`src/rtl/pipeline_ctrl.sv`:
```
// Sequencing and hazard controller for the 5-stage pipeline: run/step/drain/halt
// FSM plus load-use stall, branch flush and enabled-cycle counting.
module pipeline_ctrl #(
    parameter int RBITS        = 5,
    parameter int CBITS        = 32,
    parameter int DRAIN_CYCLES = 3
) (
    input  logic             i_clk,
    input  logic             i_rst,
    input  logic             i_start,
    input  logic             i_step_mode,
    input  logic             i_step,
    input  logic [RBITS-1:0] ID_rs,
    input  logic [RBITS-1:0] ID_rt,
    input  logic             ID_haltflag,
    input  logic             ID_branch_taken,
    input  logic             EX_memread,
    input  logic [RBITS-1:0] EX_rt,
    output logic             o_pipe_en,
    output logic             o_pc_write,
    output logic             o_ifid_write,
    output logic             o_ifid_flush,
    output logic             o_idex_nop,
    output logic             o_halted,
    output logic [2:0]       o_state,
    output logic [CBITS-1:0] o_cycle_count
);

    localparam int DBITS = (DRAIN_CYCLES < 2) ? 1 : $clog2(DRAIN_CYCLES + 1);

    typedef enum logic [2:0] {
        IDLE  = 3'd0,
        RUN   = 3'd1,
        STEP  = 3'd2,
        DRAIN = 3'd3,
        HALT  = 3'd4
    } state_t;

    state_t           state;
    logic [DBITS-1:0] drain_cnt;
    logic             step_pending;
    logic             step_d;
    logic [CBITS-1:0] cycle_cnt;

    logic load_use;
    logic exec_en;
    logic pipe_en;
    logic halt_accept;

    // exec_en marks cycles where a new instruction may advance; DRAIN only retires.
    always_comb begin
        load_use    = EX_memread && (EX_rt != '0) && ((EX_rt == ID_rs) || (EX_rt == ID_rt));
        exec_en     = (state == RUN) || ((state == STEP) && step_pending);
        pipe_en     = exec_en || (state == DRAIN);
        halt_accept = exec_en && ID_haltflag && !load_use;

        o_pc_write   = 1'b0;
        o_ifid_write = 1'b0;
        o_ifid_flush = 1'b0;
        o_idex_nop   = 1'b0;
        if (exec_en) begin
            if (load_use) begin
                o_idex_nop = 1'b1;
            end else begin
                o_pc_write   = 1'b1;
                o_ifid_write = 1'b1;
                o_ifid_flush = ID_branch_taken;
            end
        end else if (state == DRAIN) begin
            o_ifid_flush = 1'b1;
            o_idex_nop   = 1'b1;
        end
    end

    always_ff @(posedge i_clk or posedge i_rst) begin
        if (i_rst) begin
            state        <= IDLE;
            drain_cnt    <= '0;
            step_pending <= 1'b0;
            step_d       <= 1'b0;
            cycle_cnt    <= '0;
        end else begin
            step_d <= i_step;
            if (pipe_en)
                cycle_cnt <= cycle_cnt + 1'b1;

            case (state)
                IDLE: begin
                    step_pending <= 1'b0;
                    if (i_start)
                        state <= i_step_mode ? STEP : RUN;
                end
                RUN: begin
                    if (halt_accept) begin
                        state     <= DRAIN;
                        drain_cnt <= DBITS'(DRAIN_CYCLES);
                    end
                end
                STEP: begin
                    // A pending step is consumed before any new edge is considered.
                    if (step_pending)
                        step_pending <= 1'b0;
                    else if (i_step && !step_d)
                        step_pending <= 1'b1;
                    if (halt_accept) begin
                        state     <= DRAIN;
                        drain_cnt <= DBITS'(DRAIN_CYCLES);
                    end
                end
                DRAIN: begin
                    step_pending <= 1'b0;
                    drain_cnt    <= drain_cnt - 1'b1;
                    if (drain_cnt == DBITS'(1))
                        state <= HALT;
                end
                HALT: ;
                default: state <= IDLE;
            endcase
        end
    end

    assign o_pipe_en     = pipe_en;
    assign o_halted      = (state == HALT);
    assign o_state       = state;
    assign o_cycle_count = cycle_cnt;

endmodule

```
`config.mk`:
```
export PLATFORM = sky130hd
export DESIGN_NAME = pipeline_ctrl
export DESIGN_NICKNAME = d
export VERILOG_FILES = /design/src/rtl/pipeline_ctrl.sv
export SDC_FILE = /design/constraint.sdc
export NUM_CORES = 1
export LEC_CHECK = 0
export ABC_AREA = 1
export ABC_CLOCK_PERIOD_IN_PS = 3700
export BUFFER_PORTS_ARGS = -buffer_cell sky130_fd_sc_hd__clkbuf_2
export CAP_MARGIN = 15
export CORE_UTILIZATION = 56
export CTS_CLUSTER_DIAMETER = 30
export DETAILED_ROUTE_END_ITERATION = 12
export PLACE_DENSITY = 0.89
export SETUP_SLACK_MARGIN = 0.3
export SLEW_MARGIN = 20
export SYNTH_ARGS = -nofsm -noshare
export SYNTH_HDL_FRONTEND = slang
export SYNTH_SLANG_ARGS = --single-unit
```
`constraint.sdc`:
```
create_clock -name i_clk -period 3.7 [get_ports i_clk]
set_clock_uncertainty 0.1 [all_clocks]
set_input_delay 0.74 -clock i_clk [delete_from_list [all_inputs] [get_ports i_clk]]
set_output_delay 0.74 -clock i_clk [all_outputs]
set_load 0.05 [all_outputs]
```
# == Word-level counts from Yosys, hierarchy flattened ==
# Index checks and enable logic that the tools add are counted.
# classes
add_sub_neg,2
eq_ne,10
bitwise_logic,1
mux,17
reduce_logical,19
# ops
cell,n
adder 32 x 1 -> 32 bit (second input constant),1
one-hot mux 3 bit (4 select lines),1
== test 5 bit,2
2-to-1 mux 1 bit,9
2-to-1 mux 3 bit,3
== test 3 x 2 -> 1 bit (second input constant),2
logical AND 1 bit,6
nonzero test 5 bit,1
2-to-1 mux 2 bit,2
inequality test 2 x 1 -> 1 bit (second input constant),2
one-hot mux 2 bit (2 select lines),1
AND reduction 4 bit,1
nonzero test 2 bit,2
OR reduction 2 bit,2
== test 3 x 1 -> 1 bit (second input constant),1
== test 3 bit (second input constant),1
logical NOT 3 bit,1
logical OR 1 bit,3
== test 2 x 1 -> 1 bit (second input constant),1
logical NOT 1 bit,2
inequality test 2 bit (second input constant),1
one-hot mux 1 bit (2 select lines),1
AND reduction 2 bit,1
subtractor 2 x 1 -> 2 bit (second input constant),1
NOT 1 bit,1
# totals
out_inout_bits,41
inputBits,23
ff_bits,39
elab_cells,54

# == Depth between registers and ports, before layout ==
# depth
word_depth,7
depth_mapped,12
ltp_nobuf,12

# == Worst setup path before layout ==
# No wires, ideal clock.
# synth_timing
path_type,flip-flop to output port
from,register state[2] (netlist: o_state[2])
to,output port o_ifid_flush
t_required_ns,2.860
slack_ns,0.401
path_stages_with_launch,8
t_arrival_ns,2.459
path_buffers,0
path_cell_list,dfrtp_1 > inv_2 > nand3_4 > o21ai_4 > nand2_1 > a21oi_1 > nand2_1 > nand2_1
# synth_between
elab_chain_len,4
elab_cells_between_ends,7
classes_between,eq/ne (3); mux (2); reduce/logical (2)
# synth_rtl
element,line_no,text
"start, declared",39,state_t state;
"start signal, assigned",91,state <= i_step_mode ? STEP : RUN;
== test 3 x 2 -> 1 bit,53,exec_en = (state == RUN) || ((state == STEP) && step_pending);
logical AND 1 bit,53,
logical OR 1 bit,53,
2-to-1 mux 1 bit (*),61,if (exec_en) begin
"end, declared",22,"output logic o_ifid_flush,"
# Mark *: on every way between the ends. The rest lies on a longest branch, timed or not.

# == Final worst setup path ==
# layout_timing
from,register state[2] (netlist: o_state[2])
to,output port o_idex_nop
# layout_between
elab_chain_len,4
elab_cells_between_ends,7
classes_between,eq/ne (3); mux (2); reduce/logical (2)
# layout_rtl
element,line_no,text
== test 3 x 2 -> 1 bit,53,
logical AND 1 bit,53,
logical OR 1 bit,53,
2-to-1 mux 1 bit (*),61,
"end, declared",23,"output logic o_idex_nop,"
# Marks and branches as above.

==> flow_metrics.py <==
metrics = {
    "flow_run": {
        "timing.max_cap.violations": 0,
    },
    "setup_path": {
        "critPathArrivalTime_ns": 2.04,
        "critPathMaxFanout": 22,
        "critPathRequiredTime_ns": 2.86,
        "setup.worst_path.end_class": "output port",
        "setup.reg_to_reg.worst_slack_ns": 1.67,
        "startpoint_type": "register",
        "timing_worst_setup_path_type": "register to output port",
    },
    "global_route": {
        "track_usage": 0.272,
        "grt_max_degree": 40,
        "number_of_antenna_violations_at_the_first_check_in_global_routing": 0,
        "grt_pass1_wl_um": 9230,
        "grt_pass1_vias": 2290,
        "grt-ovfl-total": 0,
    },
    "worst_hold_path": {
        "hold_class": "register to register",
    },
    "die": {
        "die_x_um": 67.1,
        "initial_standard_cell_utilization_of_the_core": 0.589,
        "die-height_um": 67.1,
        "die-area_um2": 4510,
        "std_cell_rows": 23,
        "design.portCount": 64,
        "core-area_um2": 4030,
    },
    "pwr": {
        "power.leakage_nw": 1.51,
        "cellPowerDensity_nw_per_um2": 309,
        "design_power_total_uw": 889,
        "vdd_drop_max_mv": 0.243,
    },
    "cts": {
        "clockRootBuffer": "sky130_fd_sc_hd__clkbuf_8",
        "clk_pin_slew_worst_paths_ns": 0.08,
        "cts_hold_repair.buffers": 0,
        "clk-insertion-delay-late_ns": 0.29,
        "cts.repair_timing.setup_buffer_count": 0,
        "post_cts_resized": 0,
        "cts_tree": "built",
        "cts_inserted_buffers": 5,
        "cts_max_path_buffers": 2,
        "clock_sinks": 39,
        "cts_max_level": 2,
    },
    "sta": {
        "layout_min_cycle_time_ns": 2.88,
        "rsz0062_at_grt": "no",
        "final-hold-violation-count": 0,
        "final.period_utilization": 0.779,
        "worst_slew_margin_rel": 0.678,
        "final_max_tran_viols": 0,
        "fin_setup_tns_ns": 0,
        "setup_viol": 0,
        "max_freq_ghz": 0.347,
        "max_slew.worst_pin.slew_ns": 0.483,
    },
    "place": {
        "port_buffers": 63,
        "gpl.final_weighted_congestion": 0.955,
        "dp.final_hpwl_um": 4160,
    },
    "outcome": {
        "status": "complete, no violations",
    },
    "route": {
        "routed_via_count": 2290,
        "ant_nets": 0,
        "iteration_0_drc_markers": 153,
        "route.detailed.vias_per_inst": 5.13,
        "finalWirelength_um": 5490,
        "drcViolationCount": 0,
        "routed_wire_length_per_instance_um": 12.3,
        "first_pass_iters": 4,
    },
    "yosys": {
        "synth.distinct_cells": 26,
        "postSynthNetCount": 352,
        "ys_seq_area_frac": 0.411,
        "ys.warnings.count": 0,
        "mappedNetlistArea_um2": 2370,
        "syn_inst": 327,
        "synth_seq_cells": 39,
        "syn_avg_cell_area_um2": 7.26,
    },
    "final_layout": {
        "fraction_of_final_layout_cells_sized_beyond_drive_strength_1": 0.212,
        "sequential_cell_area_um2": 976,
        "fin_nets": 420,
        "multiInputGateArea_um2": 1210,
        "nFillCells": 319,
        "area_growth_syn_to_layout_pct": 21.0,
        "antennaDiodeCount": 0,
        "final_core_utilization": 0.713,
    },
}
==> report_power, final <==
part / total (mW) / switching [mW] / leakage, nW / internal [mW]
combinational: 0.0419 / 0.0253 / 0.921 / 0.0166
sequential: 0.427 / 0.000104 / 0.522 / 0.426
clock: 0.420 / 0.151 / 0.0654 / 0.269
==> final timing paths <==
kind	startpoint	endpoint	depth (start not counted)
setup / recovery	o_state[2]	o_idex_nop	7
hold / removal	o_cycle_count[31]	o_cycle_count[31]	1
setup reg to reg	o_state[2]	o_cycle_count[22]	9
hold reg to reg	o_cycle_count[31]	o_cycle_count[31]	1
max in group asynchronous	i_rst	o_state[0]	3
min in group asynchronous	i_rst	o_state[2]	3
==> per-layer routing <==
metal	GRT usage	up-vias	part of all wire
li1	-	1144	-
met1	0.288	1066	0.42
met4	0.136	0	0.026
met5	0	-	0
met3	0.0668	17	0.040
met2	0.495	63	0.51
==> Yosys cell counts (all sizes together) <==
cell / count / share of area
xnor2: 13 / 0.048
nand3b: 1 / 0.0032
nand2: 103 / 0.16
ha: 2 / 0.011
nand4: 6 / 0.016
a21oi: 5 / 0.011
nand3: 18 / 0.045
nor2: 51 / 0.086
dfrtp: 39 / 0.41
nor3: 12 / 0.027
inv: 43 / 0.068
clkbuf: 1 / 0.0016
buf: 3 / 0.010
o21ai: 8 / 0.022
o211ai: 1 / 0.0032
xor2: 18 / 0.066
or3b: 1 / 0.0037
and3: 2 / 0.0053
==> cells by family (layout without fill, tap and decap cells) <==
logic type	after synthesis	count (layout)	synth area share
flip-flops	39	39	0.411
buffers and inverters	47	116	0.0796
AND/OR/NAND/NOR	194	194	0.349
adder cells (fa/ha/maj)	2	2	0.0105
AO/OA/AOI/OAI	14	14	0.0353
XOR/XNOR	31	31	0.114
==> worst max-delay path, stage by stage, from the launching register on <==
cell                       delay (ns)
sky130_fd_sc_hd__dfrtp_1         0.46
sky130_fd_sc_hd__inv_2           0.13
sky130_fd_sc_hd__nand3_4         0.09
sky130_fd_sc_hd__o21ai_4         0.14
sky130_fd_sc_hd__buf_4           0.27
sky130_fd_sc_hd__inv_2           0.17
sky130_fd_sc_hd__o21ai_0         0.19
sky130_fd_sc_hd__clkbuf_2        0.30
==> metrics by stage <==
stage          cells  hold WS, ns  cell area (µm²)  setup WS, ns
2_1_floorplan    327        0.366             2370         0.401
3_3_place_gp     438        0.355             2740          1.03
3_5_place_dp     438        0.357             2740         0.968
4_1_cts          446        0.370             2870         0.819
5_1_grt          446        0.398             2870         0.698
6_report         446        0.368             2870         0.817
==> flip-flops by register name, summed over array words and instances, names as in the netlist <==
register / count
o_state: 3
o_cycle_count: 32
step_pending: 1
drain_cnt: 2
step_d: 1
==> final cells by class <==
| cell class | instances | area share |
|---|---|---|
| clock buffer | 6 | 0.0253 |
| clock inverter | 2 | 0.0209 |
| inverter | 43 | 0.0562 |
| multi-input combinational | 241 | 0.421 |
| sequential | 39 | 0.340 |
| tap | 50 | 0.0218 |
| timing repair buffer | 65 | 0.115 |
==> layout by cell type (no fill, tap or decap), drive strengths merged, types with 2 or more instances in the layout <==
| cell type | Yosys | final |
|---|---|---|
| and3 | 2 | 2 |
| a21oi | 5 | 5 |
| nand3 | 18 | 18 |
| nor2 | 51 | 51 |
| clkbuf | 1 | 69 |
| dfrtp | 39 | 39 |
| ha | 2 | 2 |
| nor3 | 12 | 12 |
| o21ai | 8 | 8 |
| xor2 | 18 | 18 |
| nand4 | 6 | 6 |
| buf | 3 | 2 |
| bufinv | 0 | 2 |
| nand2 | 103 | 103 |
| xnor2 | 13 | 13 |
| inv | 43 | 43 |
(Power assumes the default switching activity.)
